`config.mk`:
```
export PLATFORM = sky130hd
export DESIGN_NAME = decode_ctrl_pipe
export DESIGN_NICKNAME = d
export VERILOG_FILES = /design/src/rtl/decode_ctrl_pipe.sv
export SDC_FILE = /design/constraint.sdc
export NUM_CORES = 1
export LEC_CHECK = 0
export BUFFER_PORTS_ARGS = -buffer_cell sky130_fd_sc_hd__buf_2
export CORE_MARGIN = 5
export CORE_UTILIZATION = 40
export DETAILED_ROUTE_END_ITERATION = 10
export PLACE_DENSITY_LB_ADDON = 0.15
export SYNTH_ARGS = -nofsm -noshare
export SYNTH_HDL_FRONTEND = slang
export SYNTH_SLANG_ARGS = --single-unit
```
`constraint.sdc`:
```
create_clock -name clk -period 3.36 [get_ports clk]
set_input_delay 0.168 -clock clk [delete_from_list [all_inputs] [get_ports clk]]
set_output_delay 0.168 -clock clk [all_outputs]
set_load 0.1 [all_outputs]
```
`src/rtl/decode_ctrl_pipe.sv`:
```
// decode_ctrl_pipe: registered RV32I control decoder feeding a DEPTH-entry FIFO toward execute.
module decode_ctrl_pipe #(
    parameter int DEPTH = 2,
    parameter int PC_W  = 32,
    parameter int EN_M  = 0
) (
    input  logic                     clk,
    input  logic                     rst,
    input  logic                     flush,
    input  logic                     in_valid,
    output logic                     in_ready,
    input  logic [31:0]              in_instr,
    input  logic [PC_W-1:0]          in_pc,
    output logic                     out_valid,
    input  logic                     out_ready,
    output logic [PC_W-1:0]          out_pc,
    output logic                     MemWrite,
    output logic                     MemRead,
    output logic                     RegWrite,
    output logic [3:0]               ALUSrc,
    output logic [3:0]               MemtoReg,
    output logic [4:0]               ALUControl,
    output logic [3:0]               BranchControl,
    output logic [2:0]               Mem_mode,
    output logic                     Mem_read_us,
    output logic                     illegal,
    output logic [$clog2(DEPTH):0]   count
);
    localparam int AW = $clog2(DEPTH);
    localparam int EW = PC_W + 25;
    logic [6:0] op, f7;
    logic [2:0] f3, mode;
    logic       legal, mw, mr, rw, us;
    logic [3:0] src, m2r, br;
    logic [4:0] alu;
    logic [EW-1:0] entry_d;
    logic [EW-1:0] mem_q [DEPTH];
    logic [AW-1:0] wr_q, rd_q;
    logic [AW:0]   count_q, count_d;
    logic          push, pop;
    assign op = in_instr[6:0];
    assign f3 = in_instr[14:12];
    assign f7 = in_instr[31:25];
    always_comb begin
        legal = 1'b1;
        mw    = 1'b0;
        mr    = 1'b0;
        rw    = 1'b0;
        us    = 1'b0;
        src   = 4'd0;
        m2r   = 4'd0;
        br    = 4'd0;
        alu   = 5'd0;
        mode  = 3'd0;
        case (op)
            7'b0110011: begin
                legal = f7 == 7'b0000000 || (f7 == 7'b0100000 && (f3 == 3'b000 || f3 == 3'b101))
                        || (EN_M != 0 && f7 == 7'b0000001);
                rw    = 1'b1;
                alu   = {f7 == 7'b0000001, f7[5], f3};
            end
            7'b0010011: begin
                legal = f3 == 3'b001 ? f7 == 7'b0000000 :
                        f3 == 3'b101 ? (f7 == 7'b0000000 || f7 == 7'b0100000) : 1'b1;
                rw    = 1'b1;
                src   = 4'd1;
                alu   = {1'b0, f7[5] & (f3 == 3'b101), f3};
            end
            7'b0000011: begin
                legal = f3 != 3'b011 && f3 != 3'b110 && f3 != 3'b111;
                mr    = 1'b1;
                rw    = 1'b1;
                src   = 4'd1;
                m2r   = 4'd1;
                mode  = f3;
                us    = f3[2];
            end
            7'b0100011: begin
                legal = f3 <= 3'b010;
                mw    = 1'b1;
                src   = 4'd1;
                mode  = f3;
            end
            7'b1100011: begin
                legal = f3 != 3'b010 && f3 != 3'b011;
                br    = {1'b1, f3};
            end
            7'b1101111: begin
                rw  = 1'b1;
                m2r = 4'd2;
                br  = 4'd1;
            end
            7'b1100111: begin
                legal = f3 == 3'b000;
                rw    = 1'b1;
                src   = 4'd1;
                m2r   = 4'd2;
                br    = 4'd2;
            end
            7'b0110111: begin
                rw  = 1'b1;
                src = 4'd3;
            end
            7'b0010111: begin
                rw  = 1'b1;
                src = 4'd2;
            end
            default: legal = 1'b0;
        endcase
    end
    // Illegal encodings still enqueue with their PC so the trap logic can see them.
    assign entry_d = legal ? {in_pc, 1'b0, mw, mr, rw, src, m2r, alu, br, mode, us}
                           : {in_pc, 1'b1, 24'd0};
    assign in_ready  = count_q < (AW+1)'(DEPTH);
    assign out_valid = |count_q;
    assign push      = in_valid & in_ready & ~flush;
    assign pop       = out_valid & out_ready & ~flush;
    assign count_d   = count_q + (AW+1)'(push) - (AW+1)'(pop);
    assign count     = count_q;
    assign {out_pc, illegal, MemWrite, MemRead, RegWrite, ALUSrc, MemtoReg,
            ALUControl, BranchControl, Mem_mode, Mem_read_us} = mem_q[rd_q];
    always_ff @(posedge clk or posedge rst) begin
        if (rst) begin
            wr_q    <= '0;
            rd_q    <= '0;
            count_q <= '0;
            for (int k = 0; k < DEPTH; k++) mem_q[k] <= '0;
        end else if (flush) begin
            wr_q    <= '0;
            rd_q    <= '0;
            count_q <= '0;
        end else begin
            if (push) begin
                mem_q[wr_q] <= entry_d;
                wr_q        <= wr_q + 1'b1;
            end
            if (pop) rd_q <= rd_q + 1'b1;
            count_q <= count_d;
        end
    end
endmodule

```
==> results of run 1 <==
[flip-flops by register name (all words and copies together), names as in the netlist]
signal,cells
wr_q,1
rd_q,1
count,2
mem_q,104
[placed cells by master (no fill, tap or decap), types with 2 or more instances in the layout]
| cell type | netlist | layout |
|---|---|---|
| a22o_1 | 10 | 10 |
| and2_1 | 5 | 5 |
| buf_2 | 10 | 110 |
| buf_4 | 5 | 7 |
| bufinv_16 | 0 | 3 |
| clkbuf_1 | 15 | 2 |
| clkbuf_16 | 0 | 9 |
| clkinv_2 | 0 | 2 |
| conb_1 | 1 | 4 |
| dfrtp_1 | 108 | 107 |
| ha_1 | 2 | 2 |
| inv_1 | 5 | 4 |
| mux2_2 | 54 | 54 |
| nand2_1 | 228 | 227 |
| nand2b_1 | 3 | 2 |
| nand3_1 | 3 | 3 |
| nand3b_1 | 2 | 2 |
| nand4b_1 | 2 | 2 |
| nor2_1 | 13 | 12 |
| nor2b_1 | 5 | 5 |
| nor3_1 | 3 | 3 |
| o21ai_0 | 18 | 18 |
| o21ai_1 | 4 | 4 |
| o31ai_2 | 2 | 2 |
| o31ai_4 | 2 | 2 |
| or2_2 | 2 | 2 |
| or3_1 | 2 | 2 |
| xnor2_1 | 3 | 3 |
| xor2_1 | 3 | 3 |
[worst paths after layout]
| path | from | to | slack (ns) | cells past startpoint |
|---|---|---|---|---|
| setup / recovery | rd_q | out_pc[0] | 1.03 | 3 |
| hold / removal | rst | mem_q[52] | -0.02 | 2 |
| setup reg to reg | count[1] | mem_q[11] | 1.13 | 5 |
| hold reg to reg | mem_q[113] | mem_q[113] | 0.47 | 2 |
| max in group asynchronous | rst | mem_q[83] | 2.57 | 3 |
| min in group clk | in_pc[31] | mem_q[113] | 0.03 | 3 |
[layer usage]
metal	routed length [um]	vias to the layer above	global-route usage, %
met5	0	-	0
met3	690	17	4.01
met1	5470	1915	22.3
met2	5840	100	27.3
li1	-	1927	-
met4	196	0	5.81
[worst reg2reg max path, cell delays in order (launching register included)]
cell     delay, ns
dfrtp_1       0.40
nor2b_1       0.18
nor2b_1       0.34
nand2_2       0.48
nor3_1        0.56
a31o_2        0.22
[cell usage after synthesis, drive strengths merged, types with 3 or more instances]
master,count
nand2b,3
o21ai,22
o31ai,5
dfrtp,108
buf,24
and2,5
nor3,4
xnor2,3
nor2,13
a22o,10
xor2,3
inv,5
mux2,54
clkbuf,15
nand2,228
nand3,3
nor2b,5
[kinds of logic after synthesis]
group	Yosys count	synth area share, %
AOI/OAI and AO/OA	48	7.12
xor gates and xnor gates	6	1.04
adders and majority gates	2	0.493
buffers and inverters	44	4.02
DFF	108	53.2
muxes	54	12.0
other	1	0.0739
and+or+nand+nor	273	22.0
[area by class of cell]
cell class              instances  area, um2  area share, %
multi-input cells             387       2190           36.0
repair buffers                118        623           10.2
flip-flops and latches        108       2700           44.4
inverters                       5       21.3          0.350
clock inverters                 5        100           1.65
clock buffers                  11        233           3.82
well taps                     172        215           3.54
[power by group]
part	internal (W)	leakage, nW	total (W)	switching, W
logic	0.000479	1.58	0.00230	0.00182
registers	0.00163	1.40	0.00182	0.000192
clock network	0.000727	0.163	0.00118	0.000453
[per-stage QoR]
stage	std cells	instance area [um2]	utilization [%]	power, W
after CTS	806	6080	48.6	0.00536
after floorplan	539	5090	-	0.00382
after global routing	806	6080	48.6	0.00556
final	806	6080	48.6	0.00530
after global placement	790	5750	46.0	0.00412
after detailed placement	790	5750	46.0	0.00416
==> results.yml, run 1 <==
status:
  status: "finished with violations"
  violations: "negative hold slack"
yosys:
  synth-seq-cells: 108
  yosys_most_used_dff: "dfrtp_1"
  synth_area_per_cell_um2: 9.47
  yosys.area.top_type_share_pct: 53.2
  synth-edff-count: 0
  ys_warn_count: 0
  async_flop_share_pct: 100
  ys_seq_area_share_pct: 53.2
  synth_cell_type_count: 45
  synthTopCellsByArea: "dfrtp_1 53%, nand2_1 17%, mux2_2 12%"
  syn_inst: 536
  yosysTopAreaCell: "dfrtp_1"
  synth.cell_area_um2: 5080
worst_setup_path:
  crit_arrival_ns: 2.16
  required_ns: 3.19
  path_max_fanout: 27
  crit_buf_inv: 2
  critical_path_class: "reg2out"
  critPathTopFamily: "flip-flops"
  cp-end-kind: "output port"
  worstPathCellList: "buf_12 -> mux2_2 -> buf_2"
  critical-path-slowest-cell: "dfrtp_2"
  slowest_delay_ns: 0.83
  crit_path_start_kind: "register"
clocking:
  numCtsBuffers: 9
  cts_buffer_depth: 2
  clock_latency_ns: 0.34
  cts_sinks: 108
  htreeDepth: 3
  path_clk_slew_ns: 0.07
  clock-root-buffer: "clkbuf_16"
  cts_hold_buf: 0
  post_cts_buffers: 0
  tritoncts: "yes"
  ctsResizeCount: 0
floorplan:
  dieWidth_um: 123
  die-area_um2: 15000
  ioPinCount: 130
  fp.coreArea_um2: 12500
  die_h_um: 123
  row_count: 41
  start_util_pct: 40.6
drt:
  drt_iter0_drc: 200
  wl_per_cell_um: 15.1
  first_pass_iters: 4
  totalWireLength_um: 12200
  num_vias: 3959
  vias_per_cell: 4.91
  post-route-drc-count: 0
  ant_nets: 0
placed_design:
  dp_slack_ns: 1.07
  io_buffer_count: 110
  gp_congestion: 0.835
  hpwlAfterDp_um: 8280
sta:
  slew_headroom_pct: 45.0
  period_share_pct: 69.2
  finalCriticalPeriod_ns: 2.33
  worst_slew_pin_slew_ns: 0.825
  setup_slack_ns: 1.03
  slew_violations: 0
  finalHoldViolations: 11
  rsz0062_at_grt: "no"
  fmax_mhz: 430
  hold_ws_ns: -0.0175
  finalSetupTns_ns: 0
  setup_viol: 0
  fin_worst_skew_ns: 0.00462
grt:
  grt-ovfl-total: 0
  grt_start_max_net_pins: 67
  antenna_found_initial: 0
  track_usage_pct: 16.9
  grt_pass1_wl_um: 19900
  grt_pass1_vias: 4027
layout:
  diodes: 0
  fill_cells: 1228
  areaGrowthSynthToFinish_pct: 19.9
  drive_gt1_share_pct: 31.5
  nets: 700
flow_run:
  drv_cap: 0
power:
  powerDensity_nw_per_um2: 871
  ir_drop_v: 0.000592
  p_leak_nw: 3.14
hold_path:
  hold_class: "in2async"
No activity file was read; power rests on OpenSTA's default activity.
==> inputs of run 2 (changes only) <==
==> constraint.sdc (replaced) <==
create_clock -name clk -period 2.2 [get_ports clk]
set_input_delay 0.11 -clock clk [delete_from_list [all_inputs] [get_ports clk]]
set_output_delay 0.11 -clock clk [all_outputs]
set_load 0.1 [all_outputs]
==> results.yml, run 2 (synthesized netlist as in run 1, its figures left out) <==
placed_design:
  place_area_um2: 5810
  hpwlAfterDp_um: 8080
  io_buffer_count: 110
  gp_congestion: 0.823
power:
  powerDensity_nw_per_um2: 1260
  ir_drop_v: 0.000991
  totalPowerFinal_w: 0.00820
  p_leak_nw: 3.32
layout:
  final_common_cell: "nand2_1"
  finish.instance_area_um2: 6500
  final_cell_mix: "227 x nand2_1, 110 x buf_2, 105 x dfrtp_1"
  diodes: 0
  largest-register: "mem_q"
  drive_gt1_share_pct: 31.3
  nets: 741
  fill_cells: 1213
  largest_register_ffs: 104
  areaGrowthSynthToFinish_pct: 28.1
worst_setup_path:
  critical-path-slowest-cell: "mux2_2"
  r2r_cells: 9
  critical_path_class: "reg2out"
  critPathTopFamily: "buffers and inverters"
  reg2reg_slack_ns: 0.33
  endpoint: "out_pc[13]"
  startpoint: "rd_q"
  crit_path_start_kind: "register"
  crit_buf_inv: 2
  cp-end-kind: "output port"
  worstPathCellList: "buf_4 -> mux2_2 -> buf_2"
  reg2reg_from: "count[1]"
  crit_arrival_ns: 1.77
  required_ns: 2.09
  slowest_delay_ns: 0.39
  reg2reg_to: "count[1]"
  path_max_fanout: 28
  crit_cells: 3
drt:
  post-route-drc-count: 0
  drt_iter0_drc: 237
  wl_met1_um: 5710
  ant_nets: 0
  totalWireLength_um: 12200
  met2_length_um: 5770
  num_vias: 4096
  top_layer_used: "met4"
  first_pass_iters: 5
  vias_per_cell: 4.84
  dr_wl_met3_um: 590
  wl_per_cell_um: 14.4
sta:
  fin_worst_skew_ns: 0.00565
  finalSetupTns_ns: 0
  finalHoldViolations: 0
  slew_headroom_pct: 60.5
  period_share_pct: 85.5
  rsz0062_at_grt: "no"
  hold_ws_ns: 0.0475
  setup_viol: 0
  slew_violations: 0
  worst_slew_pin_slew_ns: 0.592
  fmax_mhz: 532
  finalCriticalPeriod_ns: 1.88
grt:
  grt_start_max_net_pins: 109
  antenna_found_initial: 0
  track_usage_pct: 17.0
  grt-ovfl-total: 0
  grt_pass1_wl_um: 20300
  grt_pass1_vias: 4165
clocking:
  ctsResizeCount: 0
  post_cts_buffers: 0
  tritoncts: "yes"
  cts_sinks: 108
  cts_buffer_depth: 2
  clock-root-buffer: "clkbuf_16"
  htreeDepth: 3
  clock_latency_ns: 0.34
  path_clk_slew_ns: 0.07
  numCtsBuffers: 9
flow_run:
  drv_cap: 0
floorplan:
  start_util_pct: 40.6
  ioPinCount: 130
  die_h_um: 123
  fp.coreArea_um2: 12500
  row_count: 41
  die-area_um2: 15000
  dieWidth_um: 123
hold_path:
  hold_class: "in2reg"
  hold_depth: 2
  hold_start: "in_instr[30]"
status:
  status: "completed"
## run 2: worst min path at each step
stage	slack (ns)	to
finish	0.05	mem_q[11]
global route	0.04	mem_q[11]
CTS	0.03	mem_q[11]
detailed placement	0.32	mem_q[86]
global placement	0.32	mem_q[3]
floorplan	0.17	count[0]
## run 2: timing repair
item                       CTS  global route
hold buffers                34             0
setup endpoints to repair    0             0
hold endpoints to repair   176             0
## run 2: cell type report
| cell class | count | area [um2] | area share (%) |
|---|---|---|---|
| timing repair buffer | 159 | 1020 | 15.6 |
| clock inverter | 6 | 111 | 1.71 |
| tap | 172 | 215 | 3.31 |
| sequential | 108 | 2710 | 41.6 |
| clock buffer | 10 | 239 | 3.68 |
| inverter | 5 | 22.5 | 0.346 |
| multi-input combinational | 387 | 2190 | 33.7 |
## run 2: worst register-to-register path: cells and delay by family (launching register included)
family	cells	cell delay, ns
and+or+nand+nor	3	0.43
DFF	1	0.43
buffers and inverters	2	0.13
xor gates and xnor gates	2	0.32
adders and majority gates	2	0.46
## run 2: through the flow
| step | cells | worst slack [ns] | util [%] |
|---|---|---|---|
| after floorplan | 539 | 0.0431 | - |
| after global placement | 797 | 0.303 | 46.4 |
| after detailed placement | 797 | 0.284 | 46.4 |
| after CTS | 847 | 0.302 | 51.9 |
| after global routing | 847 | 0.0996 | 51.9 |
| final | 847 | 0.319 | 51.9 |
## run 2: routing by layer
layer | global-route usage, % | vias up
met5 | 0 | -
met4 | 5.46 | 0
met3 | 3.69 | 11
met2 | 27.7 | 95
met1 | 22.8 | 1981
li1 | - | 2009
## run 2: report_power, final
part / total [W] / internal (W) / switching (W) / leakage, nW
Combinational: 0.00360 / 0.000783 / 0.00282 / 1.75
Sequential: 0.00274 / 0.00249 / 0.000249 / 1.40
Clock: 0.00186 / 0.00114 / 0.000714 / 0.169
